[config.mk]
export PLATFORM = sky130hd
export DESIGN_NAME = bcd_seg_scan
export DESIGN_NICKNAME = d
export VERILOG_FILES = /design/src/rtl/bcd_seg_scan.sv
export SDC_FILE = /design/constraint.sdc
export NUM_CORES = 1
export LEC_CHECK = 0
export BUFFER_PORTS_ARGS = -buffer_cell sky130_fd_sc_hd__buf_4
export CAP_MARGIN = 25
export CORE_MARGIN = 4
export CORE_UTILIZATION = 25
export CTS_CLUSTER_DIAMETER = 50
export DETAILED_ROUTE_END_ITERATION = 8
export PLACE_DENSITY = 0.52
export SYNTH_ARGS = -nofsm -noshare
export SYNTH_HDL_FRONTEND = slang
export SYNTH_SLANG_ARGS = --single-unit
[constraint.sdc]
create_clock -name CLK -period 1.9 [get_ports CLK]
set_clock_uncertainty 0.15 [all_clocks]
set_input_delay 0.475 -clock CLK [delete_from_list [all_inputs] [get_ports CLK]]
set_output_delay 0.475 -clock CLK [all_outputs]
set_load 0.05 [all_outputs]
[src/rtl/bcd_seg_scan.sv]
// Multiplexed active-low 7-segment driver for NDIG packed BCD digits.
// The digits are snapshotted once per frame, and leading zeros can optionally be blanked.
module bcd_seg_scan #(
  parameter int NDIG     = 4,
  parameter int DWL      = 4,
  parameter int PRESCALE = 100000
) (
  input  logic                 CLK,
  input  logic                 CLR_N,
  input  logic                 ENABLE,
  input  logic [NDIG*DWL-1:0]  BCD,
  input  logic [NDIG-1:0]      DP_IN,
  input  logic                 BLANK_LZ,
  output logic [NDIG-1:0]      AN,
  output logic [6:0]           SEG,
  output logic                 DP,
  output logic                 FRAME
);

  localparam int CW = $clog2(PRESCALE);
  localparam int IW = $clog2(NDIG);
  localparam logic [CW-1:0] CNT_LAST = CW'(PRESCALE - 1);
  localparam logic [IW-1:0] IDX_LAST = IW'(NDIG - 1);

  logic [CW-1:0]       cnt;
  logic [IW-1:0]       idx;
  logic [NDIG*DWL-1:0] snap;
  logic [NDIG-1:0]     snap_dp;
  logic                en_d;

  logic                tick;
  logic                start;
  logic [DWL-1:0]      cur_digit;
  logic [6:0]          cur_seg;
  logic [NDIG-1:0]     lz_mask;
  logic                lz_run;
  logic                live_slot;

  assign tick      = ENABLE && (cnt == CNT_LAST);
  assign start     = ENABLE && (!en_d || (tick && (idx == IDX_LAST)));
  assign cur_digit = snap[idx*DWL +: DWL];

  // lz_mask[k] is set when every digit from k upward is zero with no decimal point.
  always_comb begin
    lz_run  = 1'b1;
    lz_mask = '0;
    for (int k = NDIG - 1; k > 0; k--) begin
      lz_run     = lz_run && (snap[k*DWL +: DWL] == '0) && !snap_dp[k];
      lz_mask[k] = lz_run;
    end
  end

  always_comb begin
    cur_seg = 7'b0111111;
    case (cur_digit)
      4'd0: cur_seg = 7'b1000000;
      4'd1: cur_seg = 7'b1111001;
      4'd2: cur_seg = 7'b0100100;
      4'd3: cur_seg = 7'b0110000;
      4'd4: cur_seg = 7'b0011001;
      4'd5: cur_seg = 7'b0010010;
      4'd6: cur_seg = 7'b0000010;
      4'd7: cur_seg = 7'b1111000;
      4'd8: cur_seg = 7'b0000000;
      4'd9: cur_seg = 7'b0010000;
      default: cur_seg = 7'b0111111;
    endcase
  end

  // On the first enabled cycle the snapshot is still stale. The display stays dark in that cycle,
  // so digit 0 first lights with fresh data.
  assign live_slot = ENABLE && en_d && !(BLANK_LZ && lz_mask[idx]);

  always_ff @(posedge CLK or negedge CLR_N) begin
    if (!CLR_N) begin
      cnt     <= '0;
      idx     <= '0;
      snap    <= '0;
      snap_dp <= '0;
      en_d    <= 1'b0;
      AN      <= '1;
      SEG     <= 7'h7F;
      DP      <= 1'b1;
      FRAME   <= 1'b0;
    end else begin
      en_d  <= ENABLE;
      FRAME <= start;
      if (!ENABLE) begin
        cnt <= '0;
        idx <= '0;
      end else if (start) begin
        snap    <= BCD;
        snap_dp <= DP_IN;
        idx     <= '0;
        cnt     <= '0;
      end else if (tick) begin
        idx <= idx + 1'b1;
        cnt <= '0;
      end else begin
        cnt <= cnt + 1'b1;
      end

      if (live_slot) begin
        AN  <= ~(NDIG'(1) << idx);
        SEG <= cur_seg;
        DP  <= ~snap_dp[idx];
      end else begin
        AN  <= '1;
        SEG <= 7'h7F;
        DP  <= 1'b1;
      end
    end
  end

endmodule

==> results of run 1 <==
worst paths after layout:
kind / from / end / slack [ps] / depth (start not counted)
max: cnt[5] / snap_dp[3] / -3 / 6
min: ENABLE / en_d / 170 / 1
max reg2reg: cnt[5] / snap_dp[3] / -3 / 6
min reg2reg: snap[0] / snap[0] / 350 / 1
max in group asynchronous: CLR_N / AN[0] / 650 / 3
min in group asynchronous: CLR_N / cnt[2] / 430 / 2
layout by cell type (no fill, tap or decap), drive strengths merged, types with 7 or more instances in the layout:
cell type / count
a21oi: 7
buf: 67
dfrtp: 41
dfstp: 12
ha: 10
mux2: 21
nand2: 20
nand3: 10
nor2: 27
xnor2: 7
xor2: 8
where the power goes:
part / total (mW) / switching [mW] / internal (mW)
Clock: 0.673 / 0.398 / 0.275
Sequential: 1.29 / 0.0708 / 1.22
Combinational: 0.455 / 0.233 / 0.222
cells by family after synthesis:
group / synth area share
compound gates: 0.0365
xor+xnor: 0.0518
fa+ha+maj: 0.0494
buf+inv: 0.0291
flops: 0.529
mux: 0.147
simple gates: 0.157
registers in the layout, indices dropped and copies added (netlist names):
name	flops
cnt	17
snap	16
SEG	7
AN	4
snap_dp	4
idx	2
DP	1
FRAME	1
en_d	1
timing repair:
action,4_1_cts,5_1_grt
gates resized for setup,2,13
setup endpoints to repair,21,25
setup buffers,0,6
gates cloned,0,1
pin swaps,0,4
endpoints found under the hold margin,18,0
hold buffers,1,0
through the flow:
step / instance area, um2 / cells
2_1_floorplan: 2550 / 214
3_3_place_gp: 3160 / 401
3_5_place_dp: 3160 / 401
4_1_cts: 3280 / 410
5_1_grt: 3390 / 417
6_report: 3390 / 417
layout make-up:
cell class                 instances  area [um2]
sequential                        53        1340
clock buffer                       5        68.8
fill                            1025        6430
timing repair buffer              68         554
clock inverter                     3        33.8
tap                              133         166
multi-input combinational        149        1200
inverter                           6        25.0
layer usage:
layer  up-vias  part of all wire  global-route usage
met5         -                 0                   0
met4         0            0.0084              0.0271
met3         2             0.031              0.0160
met2        34              0.47               0.145
met1       870              0.49               0.132
li1        885                 -                   -
==> impl_results.md, run 1 <==
* Status: finished, violations left
* Failing checks: setup timing
* Mapped Cells at about 210
* Critical path's largest stage delay at roughly 400 ps
* Largest net degree at the start of global routing at 22
* Number of global-route vias before repair at 1798
* CP top delay family: simple AND/OR/NAND/NOR gates
* Top_reg_cell synth: dfrtp_1
* Final net count at 317
* CP Launch Type: flop
* Initial Util at 0.258
* Max Transition Viols Final at 0
* Fin crit period at approximately 1900 ps
* Area Growth Syn to Fin at 33.7%
* CP max FO at 21
* Total GRT Usage at 0.0928
* Routed Antenna Nets at 0
* Setup CP Type: reg -> reg
* Hold Vio Cnt, Final at 0
* CP max-delay cell: dfrtp_1
* Die W at about 110 um
* Cts bufs inserted at 5
* Seq/Total Area, Yosys at 0.529
* Crit path cell chain: nand4bb_1 > nor4_2 > nand4_2 > o22ai_2 > buf_12 > mux2_2
* Setup crit end kind: flop
* Cell with the most instances after synthesis: dfrtp_1
* Global-route wire length before repair at slightly below 9 mm
* Worst Path Required at 1950 ps
* Post-synth top area share at 0.405
* DIE AREA at ~12000 um2
* CTS tree: done
* Row count at 36
* Synth cell types at 38
* CTS Buffer Depth at 2
* DRC Markers at 0
* Die height at approximately 110 um
* # H-tree levels at 2
* Total power draw at ~2.4 mW
* Max VDD drop at 296 uV
* Core Footprint at slightly below 10000 um2
* Ant diodes at 0
* Routability cong. at 0.777
* Final worst slack at -2.70 ps
* Skew-Pair Late Insertion Delay at roughly 310 ps
* Initial antenna violation count at 0
* Clk root buf: clkbuf_8
* Synth top cells by count: dfrtp_1 (41), nor2_1 (27), nand2_1 (20)
* Total number of vias at 1791
* GRT overflow at 0
* Share of layout cells above drive strength 1 at 0.454
* Worst slew pin tran at 350 ps
* Core Util, Final at 0.345
* Final wirelength at around 5.4 mm
* First-pass DRT Iterations at 4
* Worst path bufs/invs at 1
* Fin Setup TNS at -2.70 ps
* Syn Area/Cell at approximately 12 um2
* Relative slew slack at 0.766
* Cell taking the most area after synthesis: dfrtp_1
* Top post-synthesis cells by area: dfrtp_1 (40%), dfstp_2 (12%), mux2_2 (8.4%), ha_1 (4.9%), nor2_1 (4.0%)
* Setup violators final at 1
* Hold Worst Slack at ~170 ps
* Arrival @ worst endpoint at just under 2000 ps
* Synth Register Bits at between 50 and 60
* RSZ-0062 raised after global routing: true
* Number of flops mapped to enable cells by yosys at 0
* Max cap viols at 0
* Synth Warn # at 0
* Hold crit path type: in -> reg
* Tcrit/Tclk final at 1.00
* Vias per cell at roughly 4.3
* Setup WS pre-CTS at -18.8 ps
* Dpl hpwl at ~4 mm
* Fmax achieved at 0.526 GHz
* CTS Sinks at 53
* Clk pin slew, worst setup/hold paths at about 100 ps
* Routed WL per cell at around 13 um
* Initial DRC Count at 77
* Post-Syn Area at 2530 um2
* I/O pin cnt at 37
* Ys async rst share at 1.00
* Pwr dens at around 710 nW/um2
* Port bufs at 36
* Pleak at 1.42 nW
* Mapped Nets at between 200 and 250
Note: power is estimated with default switching activity, not from simulation.
==> run 2: changes to the inputs <==
--- a/config.mk
+++ b/config.mk
@@ -10,6 +10,6 @@
 export CORE_MARGIN = 4
-export CORE_UTILIZATION = 25
+export CORE_UTILIZATION = 45
 export CTS_CLUSTER_DIAMETER = 50
 export DETAILED_ROUTE_END_ITERATION = 8
-export PLACE_DENSITY = 0.52
+export PLACE_DENSITY = 0.77
 export SYNTH_ARGS = -nofsm -noshare
==> constraint.sdc (replaced) <==
create_clock -name CLK -period 1.9 [get_ports CLK]
set_clock_uncertainty 0.15 [all_clocks]
set_input_delay 0.38 -clock CLK [delete_from_list [all_inputs] [get_ports CLK]]
set_output_delay 0.38 -clock CLK [all_outputs]
set_load 0.05 [all_outputs]
==> run 2 against run 1 <==
Compared with the run above: the flow still finishes with violations (setup timing); cell area down 2.5%; total power down 0.68%; sequential power about the same; highest routed layer unchanged; final cell count down 16%; first-iteration DRC count up 42%.
==> impl_results.md, run 2 (same netlist as run 1, synthesis figures left out) <==
* Total power draw at 2.40 mW (-0.68%)
* Total GRT Usage at 0.151 (+0.0580)
* Share of layout cells above drive strength 1 at 0.450 (-0.00423)
* Highest Signal Layer: met4
* DIE AREA at 6900 um2 (-42%)
* Internal Pwr Total at 1.71 mW (-0.38%)
* Cts bufs inserted at 5 (unchanged)
* RSZ-0062 raised after global routing: true
* Fin crit period at 1920 ps (+19.9 ps)
* Sequential cell area at 1340 um2 (unchanged)
* Largest Register: cnt
* Number of flip-flops in the largest register at 17 (unchanged)
* Number of global-route vias before repair at 1819 (+1.2%)
* Routability cong. at 0.862 (+11%)
* Hold crit path type: in -> reg
* Gate power share at 0.197 (+0.009)
* First-pass DRT Iterations at 4 (unchanged)
* Final worst slack at -22.6 ps (-19.9 ps)
* Metal3 WL at 230 um (+36%)
* Pleak at 1.41 nW (-1.2%)
* I/O pin cnt at 37 (unchanged)
* Largest net degree at the start of global routing at 31 (+41%)
* Tcrit/Tclk final at 1.01 (+0.0105)
* Worst Path Required at 2010 ps (+60 ps)
* Core Footprint at 5470 um2 (-44%)
* Initial Util at 0.463 (+0.205)
* CTS tree: done
* Total number of vias at 1839 (+2.7%)
* Worst slew pin tran at 392 ps (+41.6 ps)
* CTS Buffer Depth at 2 (unchanged)
* Hold Worst Slack at 76.3 ps (-91.5 ps)
* GRT overflow at 0 (unchanged)
* Arrival @ worst endpoint at 2030 ps (+80 ps)
* WL met2 at 2.62 mm (+3.0%)
* Skew-Pair Late Insertion Delay at 310 ps (about the same)
* Fmax achieved at 0.520 GHz (-1.0%)
* NetSw at 0.692 mW (-1.4%)
* Vias per cell at 5.22 (+22%)
* Area Growth Syn to Fin at 30.3%
* Reg power frac at 0.537 (+0.003)
* Port bufs at 36 (unchanged)
* Hold Vio Cnt, Final at 0 (unchanged)
* Die height at 83.1 um (-24%)
* DRC Markers at 0 (unchanged)
* Global-route wire length before repair at 8.54 mm (-1.4%)
* Routed WL per cell at 14.8 um (+13%)
* Die W at 83.1 um (-24%)
* Final net count at 313 (-1.3%)
* CTS Sinks at 53 (unchanged)
* Final wirelength at 5.20 mm (-4.5%)
* # H-tree levels at 2 (unchanged)
* Sw Share at 0.288 (-0.00214)
* Layout Cells excl Fill at 352 (-16%)
* Clock Power Share at 0.266 (-0.012)
* Routed Antenna Nets at 0 (unchanged)
* Failing checks: setup timing
* Setup crit end kind: flop
* Biggest regs: cnt x17, snap x16, SEG x7
* Commonest non-fill, non-tap cell in the layout: buf_4
* Setup CP Type: reg -> reg
* Clk root buf: clkbuf_8
* Max Transition Viols Final at 0 (unchanged)
* Setup violators final at 2 (+1)
* DP Cell Count at 339 (-15%)
* Ant diodes at 0 (unchanged)
* Multi-input gate area at 1220 um2 (+2.1%)
* Max VDD drop at 488 uV (+65%)
* Most frequent cells in the layout: buf_4 (58), dfrtp_1 (40), nor2_1 (26)
* Initial DRC Count at 109 (+42%)
* CP max FO at 5 (-76%)
* Pwr dens at 728 nW/um2 (+1.9%)
* Core Util, Final at 0.603 (+0.258)
* CP Launch Type: flop
* Status: finished, violations left
* Relative slew slack at 0.739 (-0.0277)
* Row count at 27 (-25%)
* Dpl hpwl at 3.60 mm (-7.4%)
* Fillers at 465 (-55%)
* Clk pin slew, worst setup/hold paths at 100 ps (about the same)
* Max cap viols at 0 (unchanged)
* Initial antenna violation count at 0 (unchanged)
* Met1 WL at 2.26 mm (-16%)
[run 2: timing repair]
item | CTS | global route
hold endpoints to repair | 29 | 0
resized for setup | 1 | 20
buffers inserted | 0 | 3
gates cloned | 0 | 1
pin swaps | 0 | 6
hold buffers | 1 | 0
endpoints found under the setup margin | 1 | 26
[run 2: power by group through the flow]
stage,sequential (mW),combinational (mW),clock (mW)
floorplan,1.34,0.211,0
finish,1.29,0.472,0.639
CTS,1.28,0.419,0.658
global placement,1.29,0.402,0
global route,1.30,0.518,0.697
detailed placement,1.30,0.415,0
[run 2: path summary, 6_finish.rpt]
check,start,depth (start not counted),slack (ps),end
setup / recovery,idx[0],6,-20,SEG[3]
setup reg to reg,idx[0],6,-20,SEG[3]
min in group asynchronous,CLR_N,2,380,cnt[10]
hold / removal,ENABLE,1,80,en_d
hold reg to reg,snap[0],1,370,snap[0]
max in group asynchronous,CLR_N,3,700,DP
[run 2: routing by layer]
layer,vias to the layer above,track usage
li1,872,-
met1,917,0.198
met2,42,0.249
met3,8,0.0347
met4,0,0.0461
met5,-,0
[run 2: worst max-delay path: stages, from the launching register on]
cell and delay [ps]:
dfrtp_2 430, mux4_2 630, inv_4 130, ha_4 140, a21oi_2 50, or2_1 250
nand3_1 90
[run 2: area by class of cell]
class / count / area share
flip-flops and latches: 53 / 0.407
multi-input cells: 149 / 0.370
repair buffers: 64 / 0.161
well taps: 72 / 0.0273
clock buffers: 5 / 0.0208
inverters: 6 / 0.00758
clock inverters: 3 / 0.00644
[run 2: per-stage QoR]
step	area, um2	setup TNS (ps)	setup WS [ps]
after floorplan	2550	-226	-14.5
after global placement	3080	0	23.5
after detailed placement	3080	0	12.5
after CTS	3180	0	16.1
after global routing	3300	-2010	-94.0
final	3300	-32.3	-22.6
